[src/rtl/branch_fetch_stage_if.sv]
// Bus bundle between the fetch stage and its neighbours: the resolved-branch
// inputs from decode, the instruction-memory port, and the IF/ID register
// outputs with the redirect/illegal event pulses.
//   slave  : used by branch_fetch_stage (drives imem_addr_o, id_*, pulses)
//   master : used by the surrounding core / testbench
// Handshake: there is no valid/ready pair here; br_valid_i qualifies the
// br_* operand bus in the cycle it is high, stall_i holds the stage, and the
// *_o pulses are single-cycle registered events.
interface branch_fetch_stage_if #(
  parameter int XLEN = 32
);
  logic            stall_i;
  logic            br_valid_i;
  logic [2:0]      br_funct3_i;
  logic [XLEN-1:0] br_rs1_i;
  logic [XLEN-1:0] br_rs2_i;
  logic [XLEN-1:0] br_pc_i;
  logic [XLEN-1:0] br_imm_i;
  logic [XLEN-1:0] imem_addr_o;
  logic [31:0]     imem_data_i;
  logic            id_valid_o;
  logic [31:0]     id_inst_o;
  logic [XLEN-1:0] id_pc_o;
  logic            redirect_o;
  logic            illegal_br_o;

  modport slave (
    input  stall_i, br_valid_i, br_funct3_i, br_rs1_i, br_rs2_i, br_pc_i,
           br_imm_i, imem_data_i,
    output imem_addr_o, id_valid_o, id_inst_o, id_pc_o, redirect_o,
           illegal_br_o
  );

  modport master (
    output stall_i, br_valid_i, br_funct3_i, br_rs1_i, br_rs2_i, br_pc_i,
           br_imm_i, imem_data_i,
    input  imem_addr_o, id_valid_o, id_inst_o, id_pc_o, redirect_o,
           illegal_br_o
  );
endinterface

[src/rtl/branch_fetch_stage.sv]
// Fetch stage: PC register, RV32I conditional-branch resolution and the
// IF/ID pipeline register with stall and post-redirect bubble insertion.
// Ports:
//   clk         rising-edge clock
//   rst_n       asynchronous active-low reset
//   bus         branch_fetch_stage_if.slave (branch inputs, imem port, IF/ID)
//   dbg_state_o current FSM state (0 = RUN, 1 = FLUSH) for observation
module branch_fetch_stage #(
  parameter int              XLEN         = 32,
  parameter logic [XLEN-1:0] RESET_PC     = '0,
  parameter int              FLUSH_CYCLES = 1
) (
  input  logic                 clk,
  input  logic                 rst_n,
  branch_fetch_stage_if.slave  bus,
  output logic                 dbg_state_o
);

  localparam logic [0:0]  ST_RUN   = 1'b0;
  localparam logic [0:0]  ST_FLUSH = 1'b1;
  localparam logic [31:0] NOP      = 32'h0000_0013;
  localparam logic [3:0]  CNT_INIT = 4'(FLUSH_CYCLES - 1);
  localparam logic [0:0]  ST_AFTER_BR = (FLUSH_CYCLES > 1) ? ST_FLUSH : ST_RUN;

  logic [XLEN-1:0] pc_q, pc_d;
  logic [0:0]      state_q, state_d;
  logic [3:0]      cnt_q, cnt_d;
  logic            id_valid_q, id_valid_d;
  logic [31:0]     id_inst_q, id_inst_d;
  logic [XLEN-1:0] id_pc_q, id_pc_d;
  logic            redirect_q, redirect_d;
  logic            illegal_q, illegal_d;

  logic            cond;
  logic            f3_legal;
  logic [XLEN-1:0] target;
  logic            aligned;
  logic [XLEN-1:0] pc_inc;
  logic            br_taken;
  logic            br_illegal;

  // Branch condition evaluation; funct3 010/011 are not branches.
  always_comb begin
    cond     = 1'b0;
    f3_legal = 1'b1;
    case (bus.br_funct3_i)
      3'b000:  cond = (bus.br_rs1_i == bus.br_rs2_i);
      3'b001:  cond = (bus.br_rs1_i != bus.br_rs2_i);
      3'b100:  cond = ($signed(bus.br_rs1_i) <  $signed(bus.br_rs2_i));
      3'b101:  cond = ($signed(bus.br_rs1_i) >= $signed(bus.br_rs2_i));
      3'b110:  cond = (bus.br_rs1_i <  bus.br_rs2_i);
      3'b111:  cond = (bus.br_rs1_i >= bus.br_rs2_i);
      default: f3_legal = 1'b0;
    endcase
  end

  // Carry out of the target add is dropped; the PC space wraps.
  assign target  = bus.br_pc_i + bus.br_imm_i;
  assign aligned = (target[1:0] == 2'b00);
  assign pc_inc  = pc_q + XLEN'(4);

  // Branches are only resolved in RUN; in FLUSH decode holds wrong-path work.
  assign br_taken   = (state_q == ST_RUN) && bus.br_valid_i && cond && aligned;
  assign br_illegal = (state_q == ST_RUN) && bus.br_valid_i &&
                      (!f3_legal || (cond && !aligned));

  always_comb begin
    pc_d       = pc_q;
    state_d    = state_q;
    cnt_d      = cnt_q;
    id_valid_d = id_valid_q;
    id_inst_d  = id_inst_q;
    id_pc_d    = id_pc_q;
    redirect_d = 1'b0;
    illegal_d  = 1'b0;

    case (state_q)
      ST_RUN: begin
        if (br_taken) begin
          // A taken branch wins over stall so the redirect is never lost.
          pc_d       = target;
          id_valid_d = 1'b0;
          id_inst_d  = NOP;
          redirect_d = 1'b1;
          cnt_d      = CNT_INIT;
          state_d    = ST_AFTER_BR;
        end else begin
          illegal_d = br_illegal;
          if (!bus.stall_i) begin
            pc_d       = pc_inc;
            id_valid_d = 1'b1;
            id_inst_d  = bus.imem_data_i;
            id_pc_d    = pc_q;
          end
        end
      end
      ST_FLUSH: begin
        if (!bus.stall_i) begin
          pc_d       = pc_inc;
          id_valid_d = 1'b0;
          id_inst_d  = bus.imem_data_i;
          id_pc_d    = pc_q;
          cnt_d      = cnt_q - 4'd1;
          if (cnt_q == 4'd1) state_d = ST_RUN;
        end
      end
      default: state_d = ST_RUN;
    endcase
  end

  always_ff @(posedge clk or negedge rst_n) begin
    if (!rst_n) begin
      pc_q       <= RESET_PC;
      state_q    <= ST_RUN;
      cnt_q      <= 4'd0;
      id_valid_q <= 1'b0;
      id_inst_q  <= NOP;
      id_pc_q    <= '0;
      redirect_q <= 1'b0;
      illegal_q  <= 1'b0;
    end else begin
      pc_q       <= pc_d;
      state_q    <= state_d;
      cnt_q      <= cnt_d;
      id_valid_q <= id_valid_d;
      id_inst_q  <= id_inst_d;
      id_pc_q    <= id_pc_d;
      redirect_q <= redirect_d;
      illegal_q  <= illegal_d;
    end
  end

  assign bus.imem_addr_o  = pc_q;
  assign bus.id_valid_o   = id_valid_q;
  assign bus.id_inst_o    = id_inst_q;
  assign bus.id_pc_o      = id_pc_q;
  assign bus.redirect_o   = redirect_q;
  assign bus.illegal_br_o = illegal_q;
  assign dbg_state_o      = state_q;

endmodule

[src/flat_wrapper.sv]
// flat-port wrapper written by rule: the top's interface ports become plain ports
module branch_fetch_stage_flat 
#(
  parameter int              XLEN         = 32,
  parameter logic [XLEN-1:0] RESET_PC     = '0,
  parameter int              FLUSH_CYCLES = 1
)
  (clk, rst_n, dbg_state_o, bus_stall_i, bus_br_valid_i, bus_br_funct3_i, bus_br_rs1_i, bus_br_rs2_i, bus_br_pc_i, bus_br_imm_i, bus_imem_data_i, bus_imem_addr_o, bus_id_valid_o, bus_id_inst_o, bus_id_pc_o, bus_redirect_o, bus_illegal_br_o);
  branch_fetch_stage_if #(.XLEN(XLEN)) bus_i ();
  input  logic clk;
  input  logic rst_n;
  output logic dbg_state_o;
  input wire logic [$bits(bus_i.stall_i)-1:0] bus_stall_i;
  input wire logic [$bits(bus_i.br_valid_i)-1:0] bus_br_valid_i;
  input wire logic [$bits(bus_i.br_funct3_i)-1:0] bus_br_funct3_i;
  input wire logic [$bits(bus_i.br_rs1_i)-1:0] bus_br_rs1_i;
  input wire logic [$bits(bus_i.br_rs2_i)-1:0] bus_br_rs2_i;
  input wire logic [$bits(bus_i.br_pc_i)-1:0] bus_br_pc_i;
  input wire logic [$bits(bus_i.br_imm_i)-1:0] bus_br_imm_i;
  input wire logic [$bits(bus_i.imem_data_i)-1:0] bus_imem_data_i;
  output wire logic [$bits(bus_i.imem_addr_o)-1:0] bus_imem_addr_o;
  output wire logic [$bits(bus_i.id_valid_o)-1:0] bus_id_valid_o;
  output wire logic [$bits(bus_i.id_inst_o)-1:0] bus_id_inst_o;
  output wire logic [$bits(bus_i.id_pc_o)-1:0] bus_id_pc_o;
  output wire logic [$bits(bus_i.redirect_o)-1:0] bus_redirect_o;
  output wire logic [$bits(bus_i.illegal_br_o)-1:0] bus_illegal_br_o;
  assign bus_i.stall_i = bus_stall_i;
  assign bus_i.br_valid_i = bus_br_valid_i;
  assign bus_i.br_funct3_i = bus_br_funct3_i;
  assign bus_i.br_rs1_i = bus_br_rs1_i;
  assign bus_i.br_rs2_i = bus_br_rs2_i;
  assign bus_i.br_pc_i = bus_br_pc_i;
  assign bus_i.br_imm_i = bus_br_imm_i;
  assign bus_i.imem_data_i = bus_imem_data_i;
  assign bus_imem_addr_o = bus_i.imem_addr_o;
  assign bus_id_valid_o = bus_i.id_valid_o;
  assign bus_id_inst_o = bus_i.id_inst_o;
  assign bus_id_pc_o = bus_i.id_pc_o;
  assign bus_redirect_o = bus_i.redirect_o;
  assign bus_illegal_br_o = bus_i.illegal_br_o;
  branch_fetch_stage #(.XLEN(XLEN), .RESET_PC(RESET_PC), .FLUSH_CYCLES(FLUSH_CYCLES)) u_core (.clk(clk), .rst_n(rst_n), .bus(bus_i), .dbg_state_o(dbg_state_o));
endmodule
[config.mk]
export PLATFORM = sky130hd
export DESIGN_NAME = branch_fetch_stage_flat
export DESIGN_NICKNAME = d
export VERILOG_FILES = /design/src/rtl/branch_fetch_stage_if.sv /design/src/rtl/branch_fetch_stage.sv /design/src/flat_wrapper.sv
export SDC_FILE = /design/constraint.sdc
export NUM_CORES = 1
export LEC_CHECK = 0
export CORE_ASPECT_RATIO = 1.4
export CORE_MARGIN = 2
export CORE_UTILIZATION = 46
export CTS_BUF_LIST = sky130_fd_sc_hd__clkbuf_4
export CTS_CLUSTER_SIZE = 28
export DETAILED_ROUTE_END_ITERATION = 8
export HOLD_SLACK_MARGIN = 0.02
export PLACE_DENSITY_LB_ADDON = 0.15
export SLEW_MARGIN = 5
export SYNTH_ARGS = -nofsm -noshare
export SYNTH_HDL_FRONTEND = slang
export SYNTH_SLANG_ARGS = --single-unit
[constraint.sdc]
create_clock -name clk -period 2.6 [get_ports clk]
set_input_delay 0.65 -clock clk [delete_from_list [all_inputs] [get_ports clk]]
set_output_delay 0.65 -clock clk [all_outputs]
set_load 0.02 [all_outputs]
==> results.tsv <==
stage	metric	value	unit
logic_synthesis	Post-Syn Instances	709	
die	Core Box Area	0.01512	mm²
logic_synthesis	Avg Inst Size Synth	10.06	µm²
worst_setup_path	WS Path Type	in -> reg	
final_layout	synthesis-to-finish area growth	70.80	%
cts	total CTS buffers	9	
placed_design	GP Congestion	0.8772	
timing	final worst slack	-352.6	ps
logic_synthesis	top_reg_cell synth	dfrtp_1	
timing	Final Setup Violations	103	
timing	TNS Setup	-28480	ps
logic_synthesis	Ys Warns	0	
logic_synthesis	largest area contributor in the netlist	dfrtp_1	
pwr	pwr/cell area	646.6	mW/mm²
detailed_routing	DRC	0	
timing	relative slew slack	56.40	%
final_layout	final-stage net count	1335	
pwr	maximum VDD drop	0.5722	mV
cts	CTS H-tree lvls	3	
timing	Tightest Pin Transition	654.1	ps
die	I/O Pins	267	
timing	f_max	338.7	MHz
logic_synthesis	synthesized net count	943	
worst_setup_path	startpoint types	input port	
grt	largest net degree at the start of global routing	43	
timing	hold_ws	151.8	ps
final_layout	Layout fillers	931	
die	num rows	53	
logic_synthesis	top cells by area, synth	dfrtp_1 35%, ha_1 12%, mux2i_1 8.7%	
worst_setup_path	Crit. End Element	flip-flop	
min_path	Worst Hold Class	in -> async	
status	status	finished, violations left	
detailed_routing	Vias	6907	
logic_synthesis	synthesized area	0.007136	mm²
timing	Final Hold Viols	0	
timing	fin. max-slew vios	0	
detailed_routing	Detailed Route WL	21980	µm
detailed_routing	vias per inst	5.317	
status	violated checks	setup timing	
placed_design	DP HPWL	15910	µm
placed_design	Buffers on Ports	266	
timing	Period minus WS final	2953	ps
cts	Max clock buf depth	2	
detailed_routing	initial DRC count	255	
grt	initial antenna violation count	1	
logic_synthesis	top-area cell type share of the netlist area	35.42	%
grt	GRT overflow	0	
cts	total clock sinks	104	
logic_synthesis	count of state elements after synthesis	104	
pwr	Leak	0.005591	µW
logic_synthesis	post-synthesis sequential area ratio	36.52	%
die	Die W	109.3	µm
logic_synthesis	synth unique cells	64	
die	Initial Util	47.19	%
timing	Final period util	113.6	%
logic_synthesis	asr flop ratio synth	100.0	%
cts	clk_lat worst skew	450	ps
detailed_routing	Antenna Nets Post-Route	0	
detailed_routing	post-DR wirelength/cell	16.92	µm
logic_synthesis	number of synthesized flops with an enable pin	0	
timing	RSZ-0062 raised after global routing	true	
final_layout	layout cells sized above 1	33.18	%
die	area of the die	0.01654	mm²
grt	GR Util All Layers	26.44	%
detailed_routing	drt pass-1 iters	4	
run	maxcap violations	0	
grt	vias in the first global route	7149	
timing	clock skew	17.31	ps
grt	global-route wire length before repair	34440	µm
cts	CTS Root Cell	clkbuf_4	
die	die height	151.4	µm
worst_setup_path	Worst Path Required	2930	ps
cts	Worst-path clk slew	160	ps
cts	CTS tree	done	
worst_setup_path	worst path arrival time	3280	ps
worst_setup_path	Worst Path Max Fanout	7	
-- repair_timing --
| action | in CTS | in global routing |
|---|---|---|
| resized for setup | 304 | 67 |
| endpoints found under the hold margin | 0 | 0 |
| buffers inserted | 16 | 4 |
| hold buffers | 0 | 0 |
| pin swaps | 83 | 26 |
| gates cloned | 7 | 3 |
| setup endpoints to repair | 103 | 103 |
-- per-stage QoR --
| step | utilization (%) | worst slack (ps) | instances | power, µW | area, µm² |
|---|---|---|---|---|---|
| after floorplan | - | -304.8 | 709 | 4674 | 7390 |
| after global placement | 72.38 | -1196 | 1252 | 6653 | 10940 |
| after detailed placement | 72.38 | -1286 | 1252 | 6746 | 10940 |
| after CTS | 78.47 | -280.9 | 1291 | 7775 | 11860 |
| after global routing | 80.61 | -446.6 | 1299 | 8315 | 12190 |
| final | 80.61 | -352.6 | 1299 | 7880 | 12190 |
-- final timing paths --
path | slack (ps) | to | cells after the start | from
max | -350 | u_core.bus.imem_addr_o[17] | 14 | bus_br_rs2_i[15]
min | 150 | u_core.bus.id_pc_o[24] | 1 | rst_n
max reg2reg | 410 | u_core.bus.imem_addr_o[29] | 9 | u_core.bus.imem_addr_o[9]
min reg2reg | 530 | u_core.bus.id_pc_o[17] | 1 | u_core.bus.id_pc_o[17]
max in group asynchronous | 1720 | u_core.bus.imem_addr_o[20] | 2 | rst_n
min in group clk | 530 | u_core.bus.id_pc_o[17] | 1 | u_core.bus.id_pc_o[17]
-- cell families (layout without fill, tap and decap cells) --
| kind of cell | Yosys count | count (layout) | share of synthesized area (%) |
|---|---|---|---|
| flops | 104 | 104 | 36.52 |
| other cells | 0 | 1 | 0 |
| compound gates | 129 | 129 | 11.94 |
| mux | 97 | 97 | 15.80 |
| buf+inv | 67 | 464 | 4.033 |
| xor+xnor | 56 | 56 | 6.874 |
| fa+ha+maj | 67 | 67 | 11.85 |
| simple gates | 189 | 189 | 12.98 |
-- Yosys cell counts, types with 5 or more instances --
| library cell | number |
|---|---|
| a21o_1 | 18 |
| a21oi_1 | 41 |
| and3_1 | 11 |
| buf_2 | 5 |
| clkbuf_1 | 6 |
| dfrtp_1 | 101 |
| ha_1 | 66 |
| inv_1 | 50 |
| mux2_4 | 30 |
| mux2i_1 | 62 |
| nand2_1 | 40 |
| nand2b_1 | 5 |
| nand3_1 | 22 |
| nand4_1 | 10 |
| nand4b_1 | 5 |
| nor2_1 | 61 |
| nor2b_1 | 6 |
| nor3_1 | 9 |
| o211ai_1 | 8 |
| o21a_1 | 6 |
| o21ai_0 | 20 |
| xnor2_1 | 27 |
| xor2_1 | 29 |
-- sequential cells by signal (all words and copies together), names as in the netlist --
signal and count:
u_core.bus.imem_addr_o 32, u_core.bus.id_pc_o 32, u_core.cnt_q 4, u_core.bus.illegal_br_o 1
u_core.dbg_state_o 1, u_core.bus.id_inst_o 32, u_core.bus.redirect_o 1, u_core.bus.id_valid_o 1
-- cells in the final DEF, fill, tap and decap left out, types with 16 or more instances in the layout --
master,synthesis,layout
a21oi_1,41,33
clkdlybuf4s50_1,0,200
inv_2,1,23
buf_4,2,105
mux2_4,30,35
clkdlybuf4s15_1,0,17
a21o_1,18,18
nor2_4,0,20
nand2_1,40,33
ha_1,66,38
dfrtp_1,101,101
nand3_1,22,19
ha_4,0,26
nor2_1,61,30
mux2i_1,62,60
inv_1,50,23
dlygate4sd2_1,0,16
xor2_1,29,28
xnor2_1,27,26
buf_2,5,22
-- final cells by class --
class,count,area (µm²),area share [%]
Multi-Input combinational cell,538,5166,42.39
Timing Repair Buffer,391,3706,30.41
Sequential cell,104,2606,21.38
Tap cell,192,240.2,1.971
Inverter,51,222.7,1.827
Timing Repair inverter,6,105.1,0.8623
Clock buffer,11,82.58,0.6776
Clock inverter,5,56.30,0.4620
Antenna cell,1,2.502,0.02053
-- routing by layer --
layer	global-route usage, %	up-vias	share of wire [%]
met5	0	-	0
met4	9.494	0	3.3
met3	6.282	54	7.2
met2	48.42	264	52
met1	29.45	3252	37
li1	-	3337	-
-- worst max-delay path: stages --
cell and delay, ps:
buf_6 80, inv_4 30, ha_4 250, nand4_1 230
nor4_4 300, nand4b_1 190, and2_4 210, or3_1 350
nand4b_1 170, buf_4 160, nand3_4 130, buf_12 190
buf_12 150, mux2i_4 180
-- power breakdown --
part / internal (µW) / total, µW / switching (µW)
sequential: 2160 / 2760 / 606
combinational: 2330 / 4280 / 1960
clock: 316 / 833 / 517
total: 4800 / 7880 / 3080
(Power assumes the default switching activity.)
